File: config.mk
export PLATFORM = sky130hd
export DESIGN_NAME = rbp_reader
export DESIGN_NICKNAME = d
export VERILOG_FILES = /design/src/rtl/rbp_reader.sv
export SDC_FILE = /design/constraint.sdc
export NUM_CORES = 1
export LEC_CHECK = 0
export CAP_MARGIN = 15
export CORE_ASPECT_RATIO = 1.75
export CORE_MARGIN = 10
export CORE_UTILIZATION = 48
export DETAILED_ROUTE_END_ITERATION = 8
export PLACE_DENSITY = 0.74
export SLEW_MARGIN = 30
export SYNTH_ARGS = -nofsm -noshare
export SYNTH_HDL_FRONTEND = slang
export SYNTH_SLANG_ARGS = --single-unit
File: constraint.sdc
create_clock -name sys_clk -period 4.9 [get_ports sys_clk]
set_input_delay 0.98 -clock sys_clk [delete_from_list [all_inputs] [get_ports sys_clk]]
set_output_delay 0.98 -clock sys_clk [all_outputs]
set_load 0.01 [all_outputs]
File: src/rtl/rbp_reader.sv
// rtl/rbp_reader.sv - rbp link initiator: session FSM, four-phase read handshake, output FIFO
// Optional read timeout enabled by defining RBP_RD_TIMEOUT_EN.
module rbp_reader #(
  parameter int FIFO_DEPTH = 16,
  parameter int TIMEOUT    = 1023
) (
  input  logic        sys_clk,
  input  logic        sys_rst,
  input  logic        start,
  input  logic        abort,
  input  logic [15:0] word_count,
  output logic        busy,
  output logic        done,
  output logic        err,
  output logic        rbp_req,
  output logic        rbp_rst,
  output logic [3:0]  rbp_cmd,
  output logic        rbp_dat,
  input  logic        rbp_ack,
  input  logic [15:0] rbp_data,
  output logic [15:0] out_data,
  output logic        out_valid,
  input  logic        out_ready
);

  localparam int         AW      = $clog2(FIFO_DEPTH);
  localparam logic [3:0] CMD_CLR = 4'h0;
  localparam logic [3:0] CMD_RD  = 4'h1;

  typedef enum logic [3:0] {
    IDLE, LRST, CLR_REQ, CLR_REL, RD_WAIT, RD_REQ, RD_REL, FIN, ABRT
  } state_t;

  state_t        state;
  logic [15:0]   remaining;
  logic          rst_cnt;
  logic [AW:0]   fifo_count;
  logic [AW:0]   count_n;
  logic [AW-1:0] wr_ptr;
  logic [AW-1:0] rd_ptr;
  logic [AW-1:0] rd_ptr_n;
  logic [15:0]   mem [FIFO_DEPTH];
  logic          start_acc;
  logic          stop;
  logic          fifo_wr;
  logic          fifo_rd;
  logic          tmo;

  assign rbp_dat   = 1'b0;
  assign start_acc = (state == IDLE) && start;
  // ABRT is excluded so a held abort level cannot stretch the link reset forever
  assign stop      = (state != IDLE) && (state != ABRT) && (abort || tmo);
  assign fifo_wr   = (state == RD_REQ) && rbp_req && rbp_ack && !stop;
  assign fifo_rd   = out_valid && out_ready;

`ifdef RBP_RD_TIMEOUT_EN
  localparam logic [9:0] TMO_LIMIT = 10'(TIMEOUT);

  state_t     state_d;
  logic [9:0] timer;
  logic       timed;

  assign timed = state inside {CLR_REQ, CLR_REL, RD_REQ, RD_REL};
  assign tmo   = timed && (state == state_d) && (timer == TMO_LIMIT);

  // timer holds the number of cycles spent in the current state
  always_ff @(posedge sys_clk or posedge sys_rst) begin
    if (sys_rst) begin
      state_d <= IDLE;
      timer   <= '0;
    end else begin
      state_d <= state;
      if (!timed)
        timer <= '0;
      else if (state != state_d)
        timer <= 10'd1;
      else if (timer != TMO_LIMIT)
        timer <= timer + 10'd1;
    end
  end
`else
  assign tmo = 1'b0;
`endif

  always_ff @(posedge sys_clk or posedge sys_rst) begin
    if (sys_rst) begin
      state     <= IDLE;
      remaining <= '0;
      rst_cnt   <= 1'b0;
      busy      <= 1'b0;
      done      <= 1'b0;
      err       <= 1'b0;
      rbp_req   <= 1'b0;
      rbp_rst   <= 1'b0;
      rbp_cmd   <= CMD_CLR;
    end else begin
      done <= 1'b0;
      if (stop) begin
        rbp_req <= 1'b0;
        rbp_rst <= 1'b1;
        rst_cnt <= 1'b0;
        state   <= ABRT;
        if (tmo)
          err <= 1'b1;
      end else begin
        case (state)
          IDLE: begin
            if (start) begin
              remaining <= word_count;
              err       <= 1'b0;
              busy      <= 1'b1;
              rbp_rst   <= 1'b1;
              rst_cnt   <= 1'b0;
              state     <= LRST;
            end
          end
          LRST: begin
            if (rst_cnt) begin
              rbp_rst <= 1'b0;
              state   <= CLR_REQ;
            end else begin
              rst_cnt <= 1'b1;
            end
          end
          // req rises one cycle after entry; ack is only honoured while req is high
          CLR_REQ: begin
            if (!rbp_req) begin
              rbp_req <= 1'b1;
              rbp_cmd <= CMD_CLR;
            end else if (rbp_ack) begin
              rbp_req <= 1'b0;
              state   <= CLR_REL;
            end
          end
          CLR_REL, RD_REL: begin
            if (!rbp_ack)
              state <= (remaining == '0) ? FIN : RD_WAIT;
          end
          RD_WAIT: begin
            if (!fifo_count[AW] && (remaining != '0))
              state <= RD_REQ;
          end
          RD_REQ: begin
            if (!rbp_req) begin
              rbp_req <= 1'b1;
              rbp_cmd <= CMD_RD;
            end else if (rbp_ack) begin
              remaining <= remaining - 16'd1;
              rbp_req   <= 1'b0;
              state     <= RD_REL;
            end
          end
          FIN: begin
            done  <= 1'b1;
            busy  <= 1'b0;
            state <= IDLE;
          end
          ABRT: begin
            if (rst_cnt) begin
              rbp_rst <= 1'b0;
              busy    <= 1'b0;
              state   <= IDLE;
            end else begin
              rst_cnt <= 1'b1;
            end
          end
          default: state <= IDLE;
        endcase
      end
    end
  end

  always_ff @(posedge sys_clk) begin
    if (fifo_wr)
      mem[wr_ptr] <= rbp_data;
  end

  always_comb begin
    rd_ptr_n = rd_ptr + {{(AW-1){1'b0}}, fifo_rd};
    count_n  = fifo_count + {{AW{1'b0}}, fifo_wr} - {{AW{1'b0}}, fifo_rd};
  end

  // out_data is a registered copy of the head; a write into an emptying FIFO bypasses the array
  always_ff @(posedge sys_clk or posedge sys_rst) begin
    if (sys_rst) begin
      wr_ptr     <= '0;
      rd_ptr     <= '0;
      fifo_count <= '0;
      out_valid  <= 1'b0;
      out_data   <= '0;
    end else if (start_acc) begin
      wr_ptr     <= '0;
      rd_ptr     <= '0;
      fifo_count <= '0;
      out_valid  <= 1'b0;
    end else begin
      if (fifo_wr)
        wr_ptr <= wr_ptr + {{(AW-1){1'b0}}, 1'b1};
      rd_ptr     <= rd_ptr_n;
      fifo_count <= count_n;
      out_valid  <= (count_n != '0);
      if (fifo_wr && ((fifo_count == '0) ||
                      ((fifo_count == {{AW{1'b0}}, 1'b1}) && fifo_rd)))
        out_data <= rbp_data;
      else
        out_data <= mem[rd_ptr_n];
    end
  end

endmodule

# [Word-level counts from Yosys, hierarchy flattened]
# Memories as Yosys holds them, arrays and structs flattened.
# Cells that the tools add are included.
[op_classes] addsub=5 n_eq_ne=26 mux=41 n_bitwise=1 reduce_logical=34
[ops] cell="16-bit 2-to-1 mux" count=4
[ops] cell="4-bit 2-to-1 mux" count=15
[ops] cell="16-bit case mux with 2 select lines" count=1
[ops] cell="4-bit case mux with 7 select lines" count=1
[ops] cell="3-bit != test, second input constant" count=9
[ops] cell="4-bit by 3-bit equality test with 1-bit output, second input constant" count=4
[ops] cell="16-bit zero test" count=1
[ops] cell="16-bit nonzero test" count=1
[ops] cell="16-bit by 1-bit subtractor with 16-bit output, second input constant" count=1
[ops] cell="1-bit 2-to-1 mux" count=14
[ops] cell="2-bit != test, second input constant" count=6
[ops] cell="1-bit logical AND" count=10
[ops] cell="9-bit AND reduction" count=1
[ops] cell="4-bit by 2-bit equality test with 1-bit output, second input constant" count=2
[ops] cell="4-bit case mux with 2 select lines" count=1
[ops] cell="4-bit AND reduction" count=2
[ops] cell="2-bit nonzero test" count=4
[ops] cell="3-bit nonzero test" count=2
[ops] cell="2-bit OR reduction" count=3
[ops] cell="5-bit by 1-bit adder with 5-bit output" count=1
[ops] cell="5-bit by 1-bit equality test with 1-bit output, second input constant" count=1
[ops] cell="5-bit zero test" count=1
[ops] cell="5-bit 2-to-1 mux" count=1
[ops] cell="5-bit AND reduction" count=1
[ops] cell="other kinds (18)" count=20
[word_totals] register_bits=59 mem_bits_rw=256 input_bits=38 out_inout_bits=27 wordCells=121 n_memories=1
[memory_table] name="mem" depth=16 word_bits=16 read_ports=1 rd_clocked_by_memory_dff=0 write_ports=1 line="42" text="logic [15:0] mem [FIFO_DEPTH];"

# [Longest topological paths before layout]
# Gate-level depths: netlist (run 1).
[logic_depth] depth_word=9 mapped_depth=13 ltp_nobuf=12

# [Worst setup path before layout (run 1)]
# OpenSTA, ideal clock, no wires.
[synth_timing] kind="input to register" startpoint="input port abort" endpoint="register out_valid" setup_time_ns=0.137 t_arrival_ns=3.150 required_ns=4.763 path_slack_ns=1.613 cell_stages=13 path_buffers=1 path_cell_list="buf_6 or3b_4 nor2_1 inv_2 ha_1 inv_1 ha_1 fa_1 a21oi_1 nor2_1 nor2_1 xnor2_1 a31oi_1"
[synth_via] elab_chain_len=7
[synth_rtl] element="start, declared" line="10" text="input logic abort,"
[synth_rtl] element="1-bit logical AND" line="52" text="assign stop = (state != IDLE) && (state != ABRT) && (abort || tmo);"
[synth_rtl] element="1-bit zero test" line="53" text="assign fifo_wr = (state == RD_REQ) && rbp_req && rbp_ack && !stop;"
[synth_rtl] element="1-bit logical AND" line="53"
[synth_rtl] element="5-bit by 1-bit adder with 5-bit output" line="180" text="count_n = fifo_count + {{AW{1'b0}}, fifo_wr} - {{AW{1'b0}}, fifo_rd};"
[synth_rtl] element="5-bit by 1-bit subtractor with 5-bit output" line="180"
[synth_rtl] element="5-bit nonzero test" line="201" text="out_valid <= (count_n != '0);"
[synth_rtl] element="1-bit 2-to-1 mux" line="191" text="end else if (start_acc) begin"
[synth_rtl] element="end signal, assigned" line="201"
[synth_rtl] element="end, declared" line="22" text="output logic out_valid,"
# Every way passes these cells.
# A chain may end at the register's enable or synchronous reset.

# [Worst setup path after layout (run 1)]
# Same ends and word-level chain as after synthesis.

==> results.yml, run 1 <==
sta:
  timing.slew.headroom: 0.421
  final_period_util: 0.722
  whs_ns: 0.505
  setup_tns_ns: 0
  final_max_slew_viol_count: 0
  finalWorstPathRequiredPeriod_ns: 3.54
  rsz0062_at_grt: "false"
  setup-violations-final: 0
  worst-slew-pin-transition_ns: 0.868
  hold_violation_count_in_the_final_report: 0
  maxClockFrequency_mhz: 283
  skew_ns: 0.0161
pwr:
  p_int_w: 0.00567
  leakagePower_nw: 5.02
  pwr_density_cell_mw_per_mm2: 545
  comb_power_share: 0.319
  switching_share: 0.303
  power.ir.vdd_worst_uv: 337
  power.sequential.fraction: 0.406
  power_switching_w: 0.00246
  p_clk_frac: 0.275
floorplanning:
  chipWidth_um: 144
  design.die.area_mm2: 0.0342
  core_area_mm2: 0.0266
  start_util: 0.486
  core.rowCount: 79
  io_pins: 65
  die_height_um: 237
place:
  gpl.final_weighted_congestion: 0.852
  post-dp-hpwl_um: 18000
  port_buffers: 59
worst_setup_path:
  path_common_cell: "sky130_fd_sc_hd__nor2_1"
  critPathCaptureType: "flop"
  critPathMaxStageDelay_ns: 0.55
  startpoint_class: "input port"
  worst_path_max_delay_cell: "sky130_fd_sc_hd__clkdlybuf4s50_1"
  cells_traversed_along_the_worst_timing_path: "clkdlybuf4s50_1, or3b_4, nor2_1, buf_4, inv_2, ha_1, inv_1, ha_1, fa_1, a21oi_1, nor2_1, nor2_1, xnor2_1, a31oi_1"
  worst-endpoint-arrival_ns: 3.94
  timing_worst_setup_path_type: "input port to flop"
  critical_path_peak_fanout: 11
  critPathRequiredTime_ns: 5.31
clocking:
  cts_tree: "yes"
  holdBufCountCts: 0
  postCtsResizedCells: 0
  htree_levels: 1
  clock_path_buffers: 3
  worstSkewPairLatency_ns: 0.56
  clk_root_buffer_cell: "sky130_fd_sc_hd__clkbuf_16"
  cts-buffers-inserted: 28
  postCtsSetupRepairBufs: 0
  clkSlewWorstSetupHoldPaths_ns: 0.07
  cts_sinks: 312
synthesis:
  synth_sequential_area_ratio: 0.703
  synthesis.area_per_instance_um2: 16.9
  ys.flop_type: "sky130_fd_sc_hd__edfxtp_1"
  synth-edff-count: 256
  postSynthCellCount: 765
  yosysTopAreaCell: "sky130_fd_sc_hd__edfxtp_1"
  synth_top_area_frac: 0.595
  synth_area_mm2: 0.0129
  synth.area.top_cells: "sky130_fd_sc_hd__edfxtp_1, sky130_fd_sc_hd__mux4_2, sky130_fd_sc_hd__dfrtp_1"
  synth.yosys.warnings: 0
  synth.ff_latch_count: 312
  yosysUniqueCellTypes: 55
  synth_async_sr_flop_share: 0.179
grt:
  globalRouteOverflowTotal: 0
  via_count_of_the_first_global_routing_pass: 7498
  grt_pass1_wl_um: 45000
  antenna_found_initial: 0
  grt_start_max_net_pins: 61
  groute.usage.overall: 0.172
route:
  detail_route.drc_violations: 0
  highest-signal-layer: "met4"
  wl_met3_um: 2160
  detailroute.wirelength.met2_um: 15800
  routed-via-count: 7217
  drt_iter0_markers: 620
  number_of_search_and_repair_iterations_in_the_first_detailed_routing_pass: 5
  post_route_antenna_net_violation_count: 0
  routedWlPerCell_um: 24.7
  routed_via_density: 6.07
  totalWireLength_um: 29300
  wirelength_met1_um: 10600
layout:
  fraction_of_layout_cells_with_a_size_suffix_above_1: 0.175
  syn2layout_area_growth_pct: 15.5
  fin_nets: 894
  n_antenna_cell: 0
outcome:
  status: "finished clean"
run:
  max_cap_viol_count: 0
worst_hold_path:
  hold_path_class: "flop to flop"
[registers in the layout (all words and copies together), names as in the netlist]
register	count
rd_ptr	4
wr_ptr	4
state	4
fifo_count	5
rbp_req	1
out_valid	1
done	1
out_data	16
busy	1
rbp_cmd	1
rbp_rst	1
mem	256
rst_cnt	1
remaining	16
[metrics by stage]
| stage | power (W) | area, um^2 | setup WS, ns | utilization | cells |
|---|---|---|---|---|---|
| after floorplan | 0.00517 | 12900 | 1.61 | - | 769 |
| after global placement | 0.00592 | 14000 | 0.902 | 0.525 | 1136 |
| after detailed placement | 0.00598 | 14000 | 0.820 | 0.525 | 1136 |
| after CTS | 0.00822 | 14900 | 1.40 | 0.562 | 1188 |
| after global routing | 0.00852 | 14900 | 1.19 | 0.562 | 1188 |
| final | 0.00813 | 14900 | 1.36 | 0.562 | 1188 |
[cells in the mapped netlist (all sizes together), types with 4 or more instances]
cell type and n:
nor2 43, mux4 64, clkbuf 22, nor3b 4, a32o 16, and3 4
mux2i 20, nand3 9, o21ai 24, and4 4, nor4 4, inv 17
o31ai 4, o22ai 18, nand2b 6, xnor2 6, a21oi 25, or3 5
ha 13, nor3 12, dfrtp 56, nand4 4, nand2 54, edfxtp 256
xor2 5, and2 15, buf 23
[per-layer routing]
layer  vias up  GRT usage
met4         0     0.0655
met2       313      0.304
met3        48     0.0273
met1      3692      0.204
met5         -          0
li1       3164          -
[cell usage in the layout, fill, tap and decap left out, types with 15 or more instances in the layout]
cell type / instances
sky130_fd_sc_hd__clkbuf_16: 28
sky130_fd_sc_hd__mux4_2: 64
sky130_fd_sc_hd__inv_1: 15
sky130_fd_sc_hd__clkdlybuf4s50_1: 59
sky130_fd_sc_hd__nand2_1: 54
sky130_fd_sc_hd__buf_4: 27
sky130_fd_sc_hd__a32o_1: 16
sky130_fd_sc_hd__o22ai_1: 18
sky130_fd_sc_hd__nor2_1: 43
sky130_fd_sc_hd__mux2i_1: 20
sky130_fd_sc_hd__edfxtp_1: 256
sky130_fd_sc_hd__and2_1: 15
sky130_fd_sc_hd__dfrtp_1: 56
sky130_fd_sc_hd__a21oi_1: 25
sky130_fd_sc_hd__o21ai_0: 24
[cells by family (layout without fill, tap and decap cells)]
kind of cell,Yosys count,in the layout,synth area share
xor+xnor,11,11,0.00745
flops,312,312,0.703
other cells,1,5,0.000290
buf+inv,62,157,0.0228
simple gates,171,171,0.0668
compound gates,110,110,0.0585
fa+ha+maj,14,14,0.0141
mux,84,84,0.127
[final timing paths]
check | startpoint | endpoint | slack, ns | cells after the start
worst max-delay path | abort | out_valid | 1.36 | 14
worst min register to register | remaining[14] | remaining[14] | 0.50 | 2
max in group asynchronous | sys_rst | out_data[10] | 3.16 | 3
worst max register to register | state[2] | out_valid | 1.73 | 13
min in group asynchronous | sys_rst | wr_ptr[0] | 0.81 | 2
worst min-delay path | remaining[14] | remaining[14] | 0.50 | 2
[power by group through the flow]
stage,logic [W],clock network (W),registers [W]
after CTS,0.00264,0.00228,0.00330
after global routing,0.00283,0.00236,0.00333
after detailed placement,0.00262,0,0.00336
final,0.00260,0.00223,0.00330
after global placement,0.00257,0,0.00335
after floorplan,0.00187,0,0.00330
[worst max-delay path, delay by kind of cell]
family / cells / cell delay [ns]
XOR/XNOR: 1 / 0.16
buffers and inverters: 4 / 0.87
AO/OA/AOI/OAI: 2 / 0.26
adder cells (fa/ha/maj): 3 / 0.91
AND/OR/NAND/NOR: 4 / 0.76
[area by class of cell]
type	instances	area (um^2)
repair buffers	88	833
inverters	17	63.8
flip-flops and latches	312	9090
well taps	324	405
fillers	2008	11700
clock inverters	11	129
clock buffers	41	830
multi-input cells	395	3580
Power figures use the tool's default switching activity.
==> run 2: changes to the inputs <==
Settings changed: PLACE_DENSITY 0.74 to 0.77.
Clock period 4.9 ns to 3.21 ns, I/O delays scaled along.
==> run 2 against run 1 <==
  * Non-clock buffer count rose by 18
  * Wire length rose by 2.5%
  * Total power rose by 54%
  * Setup slack got worse by 1.1 ns
  * Core utilization rose by 1.1 points
  * Die area did not move
  * Via count rose by 2.1%
  * Cell count rose by 1.6%
  * Sequential power rose by 51%
  * Count of clock-buffer cells in the layout fell by 8
==> results.yml, run 2 (same netlist as run 1, synthesis figures left out) <==
sta:
  whs_ns: 0.498
  skew_ns: 0.0110
  final_max_slew_viol_count: 0
  setup_tns_ns: 0
  final_period_util: 0.902
  hold_violation_count_in_the_final_report: 0
  worst-slew-pin-transition_ns: 0.878
  finalWorstPathRequiredPeriod_ns: 2.90
  setup-violations-final: 0
  timing.slew.headroom: 0.414
  maxClockFrequency_mhz: 345
  rsz0062_at_grt: "false"
worst_setup_path:
  worst_path_max_delay_cell: "sky130_fd_sc_hd__fa_1"
  critical_path_peak_fanout: 2
  critPathMaxStageDelay_ns: 0.44
  cells_traversed_along_the_worst_timing_path: "clkdlybuf4s50_1, or3b_4, nor2_1, inv_2, ha_1, inv_1, ha_1, fa_1, a21oi_1, nor2_1, nor2_1, xnor2_1, a31oi_1"
  startpoint_class: "input port"
  rrSetupSlack_ns: 0.41
  critPathCaptureType: "flop"
  path_common_cell: "sky130_fd_sc_hd__nor2_1"
  critPathRequiredTime_ns: 3.62
  worst-endpoint-arrival_ns: 3.31
  timing_worst_setup_path_type: "input port to flop"
place:
  gpl.final_weighted_congestion: 0.852
  dp.cells: 1154
  port_buffers: 59
  post-dp-hpwl_um: 18000
pwr:
  p_int_w: 0.00873
  power_switching_w: 0.00382
  p_clk_frac: 0.266
  pwr_density_cell_mw_per_mm2: 825
  switching_share: 0.305
  power_w: 0.0126
  comb_power_share: 0.336
  leakagePower_nw: 5.14
  power.ir.vdd_worst_uv: 672
  power.sequential.fraction: 0.398
layout:
  syn2layout_area_growth_pct: 17.8
  most_common_cell_after_layout_fill_and_taps_aside: "sky130_fd_sc_hd__edfxtp_1"
  non_filler_cells_in_the_finished_layout: 1207
  layout.cells.most_common_list: "sky130_fd_sc_hd__edfxtp_1, sky130_fd_sc_hd__mux4_2, sky130_fd_sc_hd__clkdlybuf4s50_1"
  top_register: "mem"
  largestRegisters: "mem x256, out_data x16, remaining x16"
  fraction_of_layout_cells_with_a_size_suffix_above_1: 0.193
  largest_reg_flops: 256
  fin_nets: 912
grt:
  gr-max-usage-layer: "met2"
  grt_start_max_net_pins: 33
  met2_track_usage_gr: 0.309
  grt_pass1_wl_um: 45900
  via_count_of_the_first_global_routing_pass: 7824
  globalRouteOverflowTotal: 0
  groute.usage.overall: 0.175
  antenna_found_initial: 1
  grt.met3_usage: 0.0289
  grt_use_met1: 0.207
worst_hold_path:
  hold_path_class: "input port to async pin"
floorplanning:
  design.die.area_mm2: 0.0342
  core_area_mm2: 0.0266
  start_util: 0.486
  core.rowCount: 79
  io_pins: 65
  die_height_um: 237
  chipWidth_um: 144
clocking:
  cts_sinks: 312
  worstSkewPairLatency_ns: 0.54
  htree_levels: 1
  clock_path_buffers: 3
  cts_tree: "yes"
  holdBufCountCts: 0
  cts-buffers-inserted: 28
  postCtsSetupRepairBufs: 0
  clk_root_buffer_cell: "sky130_fd_sc_hd__clkbuf_16"
  postCtsResizedCells: 0
  clkSlewWorstSetupHoldPaths_ns: 0.07
route:
  post_route_antenna_net_violation_count: 0
  drt_iter0_markers: 572
  number_of_search_and_repair_iterations_in_the_first_detailed_routing_pass: 5
  routed_via_density: 6.11
  detail_route.drc_violations: 0
  totalWireLength_um: 30000
  routed-via-count: 7369
  routedWlPerCell_um: 24.9
run:
  max_cap_viol_count: 0
outcome:
  status: "finished clean"
==> run 2: power by group through the flow <==
stage	registers, W	logic [W]	clock network [W]
floorplan	0.00504	0.00285	0
global placement	0.00506	0.00416	0
detailed placement	0.00507	0.00425	0
CTS	0.00499	0.00428	0.00340
global route	0.00502	0.00460	0.00356
finish	0.00499	0.00422	0.00334
==> run 2: final cells by class <==
class | instances | area (um^2)
Fill cell | 1961 | 11400
Sequential cell | 312 | 9090
Multi-Input combinational cell | 395 | 3580
Timing Repair Buffer | 106 | 1160
Clock buffer | 33 | 761
Tap cell | 324 | 405
Clock inverter | 19 | 166
Inverter | 17 | 63.8
Antenna cell | 1 | 2.50
==> run 2: path summary, 6_finish.rpt <==
check                                 to  cells after the start     startpoint
min in group sys_clk       remaining[15]                      1  remaining[15]
min                         remaining[9]                      2        sys_rst
min reg2reg                remaining[15]                      1  remaining[15]
max in group asynchronous   out_data[10]                      3        sys_rst
max reg2reg                    out_valid                     12       state[1]
max                            out_valid                     13          abort
==> run 2: layer usage <==
layer  vias up  wire (um)
met5         -          0
met3        68       1970
met1      3787      10900
li1       3200          -
met2       314      16100
met4         0       1030
==> run 2: critical path: cells and delay by family <==
family | cells | cell delay [ns]
and+or+nand+nor | 4 | 0.77
xor gates and xnor gates | 1 | 0.16
buffers and inverters | 3 | 0.53
AOI/OAI and AO/OA | 2 | 0.31
adders and majority gates | 3 | 0.91
==> run 2: stage by stage <==
| step | instance area (um^2) | setup WS (ns) | utilization |
|---|---|---|---|
| floorplan | 12900 | 0.261 | - |
| global placement | 14300 | -0.131 | 0.538 |
| detailed placement | 14300 | -0.215 | 0.538 |
| CTS | 15200 | 0.346 | 0.572 |
| global route | 15200 | 0.224 | 0.573 |
| finish | 15200 | 0.313 | 0.573 |
==> RTL change: new RTL, config.mk and constraints of run 2 <==
Add a define of `RBP_RD_TIMEOUT_EN`.
--- a/src/rtl/rbp_reader.sv
+++ b/src/rtl/rbp_reader.sv
@@ -2,2 +2,4 @@
 // Optional read timeout enabled by defining RBP_RD_TIMEOUT_EN.
+`define RBP_RD_TIMEOUT_EN
+
 module rbp_reader #(
Formal check against the unedited RTL: no difference found for any inputs over 4 cycles, from zero or initial values and one cycle with sys_rst high; that may be too few to reach the edited logic, so the function may still have changed.
==> RTL change against run 2 <==
Clock power shrank 2%; die area rose by 5.9%; synthesized cell count up 14%; register-to-register slack got worse by 0.24 ns; worst setup slack worse by 0.15 ns; critical path depth grew 3; utilization decreased by 0.47 points; first-iteration DRC count increased by 2.6%; synthesized area up 6.6%; design area grew 6.4%; non-clock buffer count up 15; wire length grew 3.3%; sequential cell count grew 15; power up 4.4%; critical path type is now flip-flop to flip-flop; largest power group unchanged.
==> RTL change: results (changes against run 2) <==
Finished Layout Cells=1,373 (+14%); first-pass GRT wire length=47,900 µm (+4.5%); # nets final=1,029 (+13%); Non-CTS buffers=121 (+14%); total track usage=17.1% (-0.48 points); outcome=finished clean; via/cell ratio=5.77 (-5.5%); Synth Area in Adders=1.49% (+0.076 points); fraction of area in multi-input gates=25.3% (+1.8 points); CP startpoint=timer[0]$_DFFE_PP0N_; Distinct cells, synth=65 (+18%); layout cells sized above 1=18.8% (-0.48 points); Post-Syn Instances=871 (+14%); total design power=0.0131 W (+4.4%); Area Growth Syn to Fin=17.5%; CTS Buf Count=27 (-3.6%); smallest hold slack=0.424 ns (-0.0732 ns); Psw=0.00399 W (+4.3%); final instance area=0.0162 mm² (+6.4%); sequential cell area=0.00946 mm² (+4.1%); Routed WL per cell=22.6 µm (-9.2%); count of multi-input gates=480 (+22%); post-DP HPWL=19,300 µm (+7.1%); Non-clk invs=19 (+2); Crit Path Max Fanout=5 (+3); P_comb=0.00462 W (+9.5%); max incr delay on CP=0.39 ns (-0.05 ns); total clock sinks=327 (+4.8%); skew final=0.0188 ns (+0.00781 ns); largest net degree at the start of global routing=62 (+88%); complex-gate fraction of the synthesized area=6.31% (+0.46 points); Leakage=5.72 nW (+11%); share of synthesized registers carrying an async set or reset=21.7% (+3.8 points); vias in the first global route=8,305 (+6.1%); Layout clock area frac=5.40% (-0.69 points); Critical Path AT=3.46 ns (+0.15 ns); Synth Area in XOR/XNOR=1.08% (+0.34 points); antenna diode count=0 (-1); initial antenna violation count=0 (-1); Initial DRC Count=587 (+2.6%); achievable frequency=329 MHz (-4.8%)
==> RTL change: changes by cell type after synthesis, moves of 4 or more <==
| cell | before | now |
|---|---|---|
| nor2b_1 | 2 | 16 |
| o21ai_1 | 0 | 4 |
| a21oi_1 | 25 | 42 |
| a31oi_1 | 1 | 23 |
| nor2_1 | 43 | 63 |
| a211oi_1 | 2 | 21 |
| xor2_1 | 5 | 11 |
| a22oi_1 | 1 | 5 |
| nor3_1 | 11 | 18 |
| o31ai_1 | 4 | 0 |
| dfrtp_1 | 56 | 71 |
| nand2_1 | 54 | 49 |
| a32o_1 | 16 | 0 |
| o22ai_1 | 18 | 3 |
==> RTL change: repair_timing <==
action,in CTS,in global routing
gates resized for setup,0,10
buffers inserted,0,1
setup endpoints to repair,0,2
==> RTL change: metal layers <==
layer | track usage (%) | share of wire [%]
met4 | 6.93 | 3.5
met3 | 1.79 | 5.5
met2 | 31.2 | 55
met1 | 19.9 | 36
met5 | 0 | 0
